--- src/rtl/fifo_pkg.sv ---
// rtl/fifo_pkg.sv - Gray/binary pointer conversions shared by both FIFO pointer blocks
package fifo_pkg;

  localparam int MAX_PTR_W = 32;

  function automatic logic [MAX_PTR_W-1:0] width_mask(input int w);
    logic [MAX_PTR_W-1:0] m;
    if (w >= MAX_PTR_W)
      m = '1;
    else
      m = (MAX_PTR_W'(1) << w) - MAX_PTR_W'(1);
    return m;
  endfunction

  function automatic logic [MAX_PTR_W-1:0] bin2gray(input logic [MAX_PTR_W-1:0] b, input int w);
    logic [MAX_PTR_W-1:0] bm;
    bm = b & width_mask(w);
    return bm ^ (bm >> 1);
  endfunction

  // Bit i of the binary value is the XOR of all Gray bits from the MSB down to i.
  function automatic logic [MAX_PTR_W-1:0] gray2bin(input logic [MAX_PTR_W-1:0] g, input int w);
    logic [MAX_PTR_W-1:0] gm;
    logic [MAX_PTR_W-1:0] r;
    gm = g & width_mask(w);
    r  = '0;
    for (int i = 0; i < MAX_PTR_W; i++)
      r[i] = ^(gm >> i);
    return r;
  endfunction

endpackage

--- src/rtl/gray_sync.sv ---
// rtl/gray_sync.sv - multi-flop synchronizer for a Gray-coded pointer crossing into this clock domain
module gray_sync #(
  parameter int WIDTH  = 5,
  parameter int STAGES = 2
) (
  input  logic             clk,
  input  logic             srst,
  input  logic [WIDTH-1:0] d,
  output logic [WIDTH-1:0] q
);

  (* ASYNC_REG = "TRUE" *) logic [WIDTH-1:0] sync_q [STAGES];

  always_ff @(posedge clk) begin
    if (srst) begin
      for (int i = 0; i < STAGES; i++)
        sync_q[i] <= '0;
    end else begin
      sync_q[0] <= d;
      for (int i = 1; i < STAGES; i++)
        sync_q[i] <= sync_q[i-1];
    end
  end

  assign q = sync_q[STAGES-1];

endmodule

--- src/rtl/rd_pntrs_and_empty.sv ---
// rtl/rd_pntrs_and_empty.sv - read pointer, synchronized write pointer, empty flag and fill level
module rd_pntrs_and_empty
  import fifo_pkg::*;
#(
  parameter int AWIDTH      = 4,
  parameter int SYNC_STAGES = 2
) (
  input  logic            rd_clk_i,
  input  logic            srst_i,
  input  logic            rd_req_i,
  input  logic [AWIDTH:0] wr_pntr_gray_i,
  output logic [AWIDTH-1:0] rd_pntr_o,
  output logic [AWIDTH:0] rd_pntr_gray_wr_o,
  output logic            rd_empty_o,
  output logic [AWIDTH:0] rd_usedw_o
);

  localparam int PTR_W = AWIDTH + 1;

  logic [AWIDTH:0] rd_pntr_bin;
  logic [AWIDTH:0] rd_pntr_bin_next;
  logic [AWIDTH:0] rd_pntr_gray_next;
  logic [AWIDTH:0] wr_gray_sync;
  logic [AWIDTH:0] wr_bin_sync;
  logic            rd_en;

  gray_sync #(
    .WIDTH  (PTR_W),
    .STAGES (SYNC_STAGES)
  ) u_wr_sync (
    .clk  (rd_clk_i),
    .srst (srst_i),
    .d    (wr_pntr_gray_i),
    .q    (wr_gray_sync)
  );

  // Flags come from next-state values so a read of the last word raises empty on the same edge.
  assign rd_en             = rd_req_i & ~rd_empty_o;
  assign rd_pntr_bin_next  = rd_pntr_bin + PTR_W'(rd_en);
  assign rd_pntr_gray_next = PTR_W'(bin2gray(MAX_PTR_W'(rd_pntr_bin_next), PTR_W));
  assign wr_bin_sync       = PTR_W'(gray2bin(MAX_PTR_W'(wr_gray_sync), PTR_W));

  always_ff @(posedge rd_clk_i) begin
    if (srst_i) begin
      rd_pntr_bin       <= '0;
      rd_pntr_gray_wr_o <= '0;
      rd_empty_o        <= 1'b1;
      rd_usedw_o        <= '0;
    end else begin
      rd_pntr_bin       <= rd_pntr_bin_next;
      rd_pntr_gray_wr_o <= rd_pntr_gray_next;
      rd_empty_o        <= (rd_pntr_gray_next == wr_gray_sync);
      rd_usedw_o        <= wr_bin_sync - rd_pntr_bin_next;
    end
  end

  assign rd_pntr_o = rd_pntr_bin[AWIDTH-1:0];

endmodule

--- config.mk ---
export PLATFORM = sky130hd
export DESIGN_NAME = rd_pntrs_and_empty
export DESIGN_NICKNAME = d
export VERILOG_FILES = /design/src/rtl/fifo_pkg.sv /design/src/rtl/gray_sync.sv /design/src/rtl/rd_pntrs_and_empty.sv
export SDC_FILE = /design/constraint.sdc
export NUM_CORES = 1
export LEC_CHECK = 0
export CORE_ASPECT_RATIO = 0.6
export CORE_UTILIZATION = 54
export CTS_CLUSTER_DIAMETER = 40
export DETAILED_ROUTE_END_ITERATION = 10
export GPL_TIMING_DRIVEN = 0
export PLACE_DENSITY = 0.89
export SYNTH_ARGS = -nofsm -noshare
export SYNTH_HDL_FRONTEND = slang
export SYNTH_SLANG_ARGS = --single-unit
--- constraint.sdc ---
create_clock -name rd_clk_i -period 5.6 [get_ports rd_clk_i]
set_input_delay 0.56 -clock rd_clk_i [delete_from_list [all_inputs] [get_ports rd_clk_i]]
set_output_delay 0.56 -clock rd_clk_i [all_outputs]
set_load 0.03 [all_outputs]
==> impl_metrics.csv <==
group,metric,value,unit
outcome,outcome,"finished, final reports clean",
cells_and_area,drive_gt1_share,9.92,%
cts,cts_hold_buf,0,
floorplan,die_w,62.1,µm
setup_path,arrival,3.17,ns
timing,worstMarginPinSlew,0.763,ns
cts,cts-resized-gates,0,
cts,post_cts_buffers,0,
drt,detail-route-antenna-nets,0,
pwr,p_clk_share,22.0,%
cells_and_area,antenna_cells,0,
cts,cts_tree,"built",
cts,insertion_delay,0.32,ns
cts,cts_sinks,25,
drt,via_per_inst,4.95,
setup_path,critical-path-top-delay-family,"XOR/XNOR gates",
setup_path,cp-end-kind,"flop",
cells_and_area,n_fill_cell,135,
yosys,avgSynthCellArea,11.1,µm²
yosys,synth_area_leader_cell,"dfxtp_1",
setup_path,reg2reg_to,"rd_usedw_o[4]$_SDFF_PP0_",
pwr,leakage,0.602,nW
yosys,synth_edf_count,0,
pwr,power_switching,0.112,mW
global_routing,grt_pass1_wl,3.51,mm
floorplan,pin_count,23,
min_path,min_from,"u_wr_sync.sync_q[0][1]$_SDFF_PP0_",
setup_path,path_class,"flop to flop",
setup_path,worst-path-buf-inv,1,
global_routing,grt.total_usage,22.2,%
place,place_congestion,0.844,
yosys,ys_seq_elements,25,
pwr,seqPwrFrac,51.5,%
min_path,worstHoldEndpoint,"u_wr_sync.sync_q[0][6]$_SDFF_PP0_",
yosys,synth_cells,105,
setup_path,r2r_start,"u_wr_sync.sync_q[0][9]$_SDFF_PP0_",
yosys,yosys.area.top_type_share,42.8,%
pwr,p_per_area,261,mW/mm²
place,post-dp-hpwl,1.50,mm
floorplan,rows,12,
setup_path,path_cells,"xnor3_2, xnor2_1, xnor2_1, ha_1, inv_1, fa_1, a311oi_1, mux2_1",
cts,numCtsBuffers,3,
floorplan,coreArea,0.00194,mm²
global_routing,overflow,0,
drt,num_vias,787,
timing,finalCritPeriodShare,52.6,%
timing,maxSlewViolCount,0,
drt,drtIter0Drc,18,
yosys,post_synth_instance_area,0.00117,mm²
pwr,fin_total_pwr,0.380,mW
yosys,yosysWarnings,0,
yosys,async_flop_share,0,%
setup_path,cp_common_cell,"xnor2_1",
yosys,synth.most_common_cell,"dfxtp_1",
timing,hold_viol,0,
cells_and_area,syn2layout_area_growth,24.4,%
setup_path,r2r_cells,8,
pwr,vdd_drop_max,0.215,mV
global_routing,grt_pass1_vias,794,
cells_and_area,layout.nets,146,
cells_and_area,fin_area,0.00146,mm²
floorplan,die_h,38.1,µm
cts,clkTransAtPathRegs,0.14,ns
floorplan,start_util,60.4,%
pwr,switching_share,29.4,%
drt,drc,0,
timing,rsz0062_at_grt,"false",
yosys,ys_types,35,
setup_path,slowest_delay,0.53,ns
floorplan,dieArea,0.00236,mm²
cts,clockBufferDepth,2,
drt,finalWirelength,2.08,mm
yosys,yosys-top-cells-area,"dfxtp_1, nor2b_1, ha_1",
place,portBuffers,22,
timing,fmax,340,MHz
setup_path,start_kind,"flop",
min_path,worstHoldPathType,"flop to flop",
drt,drt-wirelength-per-cell,13.1,µm
flow_run,cap_violations,0,
pwr,power_frac_comb,26.5,%
setup_path,required,5.83,ns
timing,setup_tns,0,ns
place,place_area,0.00143,mm²
min_path,whs_path_depth,1,
timing,min_period,2.94,ns
timing,slew_headroom,48.8,%
yosys,ys_seq_area_share,42.8,%
timing,finClkSkew,0.000854,ns
yosys,synth_top_flop_cell,"dfxtp_1",
pwr,p_int,0.268,mW
drt,dr.pass1.iters,4,
global_routing,grt_max_degree,16,
setup_path,reg2reg_slack,2.66,ns
timing,hold_slack,0.451,ns
global_routing,antenna_found_initial,0,
cts,root_buffer,"clkbuf_4",
setup_path,path_max_fanout,6,
yosys,yosys-top-cells-count,"dfxtp_1, nor2b_1, nor2_1",
timing,setup_viol,0,
cts,cts_max_level,1,
yosys,syn_nets,119,
setup_path,critPathSlowestCell,"xnor3_2",
[final cells by class]
cell class,count,area (µm²),area share (%)
Buffer,3,12.5,0.860
Clock buffer,3,22.5,1.55
Clock inverter,1,7.51,0.516
Inverter,3,11.3,0.774
Multi-Input combinational cell,74,646,44.4
Sequential cell,25,500,34.4
Tap cell,28,35.0,2.41
Timing Repair Buffer,22,220,15.1
[routing by layer]
metal  vias to the layer above  wire, µm  track usage, %
met5                         -         0               0
met4                         0         6            4.44
met3                         2        97            8.78
met2                        23      1030            38.8
li1                        403         -               -
met1                       359       946            25.8
[metrics by stage]
step	util, %	std cells	worst slack [ns]
after floorplan	-	105	3.01
after global placement	73.6	155	2.46
after detailed placement	73.6	155	2.38
after CTS	75.1	159	2.65
after global routing	75.1	159	2.50
final	75.1	159	2.66
[worst reg2reg max path, delay by kind of cell (launching register included)]
family	cells	cell delay (ns)
AO/OA/AOI/OAI	1	0.33
XOR/XNOR	3	1.10
adder cells (fa/ha/maj)	2	0.59
buffers and inverters	1	0.05
flip-flops	1	0.42
multiplexers	1	0.36
[how the worst max path moves through the flow]
stage	start	end	depth (start not counted)
after global placement	rd_req_i	rd_usedw_o[4]$_SDFF_PP0_	10
after floorplan	u_wr_sync.sync_q[0][9]$_SDFF_PP0_	rd_usedw_o[4]$_SDFF_PP0_	8
final	u_wr_sync.sync_q[0][9]$_SDFF_PP0_	rd_usedw_o[4]$_SDFF_PP0_	8
after detailed placement	rd_req_i	rd_usedw_o[4]$_SDFF_PP0_	10
after global routing	u_wr_sync.sync_q[0][9]$_SDFF_PP0_	rd_usedw_o[4]$_SDFF_PP0_	8
after CTS	u_wr_sync.sync_q[0][9]$_SDFF_PP0_	rd_usedw_o[4]$_SDFF_PP0_	8
[power groups by stage]
stage | clock network, mW | logic, mW | registers (mW)
3_5_place_dp | 0 | 0.0986 | 0.199
5_1_grt | 0.0932 | 0.109 | 0.197
3_3_place_gp | 0 | 0.0963 | 0.199
6_report | 0.0836 | 0.100 | 0.196
2_1_floorplan | 0 | 0.0477 | 0.218
4_1_cts | 0.0855 | 0.101 | 0.196
[flip-flops by register name (all words and copies together), names as in the netlist]
register and flops:
rd_pntr_bin 5, rd_usedw_o 5, rd_empty_o 1, rd_pntr_gray_wr_o 4, u_wr_sync.sync_q 10
[logic make-up after synthesis]
group | Yosys count | synth area share (%)
and+or+nand+nor | 41 | 20.1
xor gates and xnor gates | 16 | 20.6
AOI/OAI and AO/OA | 9 | 5.56
muxes | 2 | 1.82
adders and majority gates | 6 | 7.06
DFF | 25 | 42.8
buffers and inverters | 6 | 2.03
[cells in the final DEF, fill, tap and decap left out, types with 2 or more instances in the layout]
| cell | count |
|---|---|
| nor2_1 | 10 |
| xor2_1 | 2 |
| ha_1 | 5 |
| xnor2_1 | 7 |
| clkdlybuf4s50_1 | 22 |
| clkbuf_1 | 2 |
| a21oi_1 | 2 |
| nor2b_1 | 15 |
| xnor3_1 | 2 |
| or2_2 | 2 |
| dfxtp_1 | 25 |
| nand4_1 | 2 |
| nand3_1 | 2 |
| inv_1 | 3 |
| a311oi_1 | 2 |
| nand2_1 | 3 |
| clkbuf_4 | 3 |
| o21ai_0 | 2 |
No activity file was read; power rests on OpenSTA's default activity.
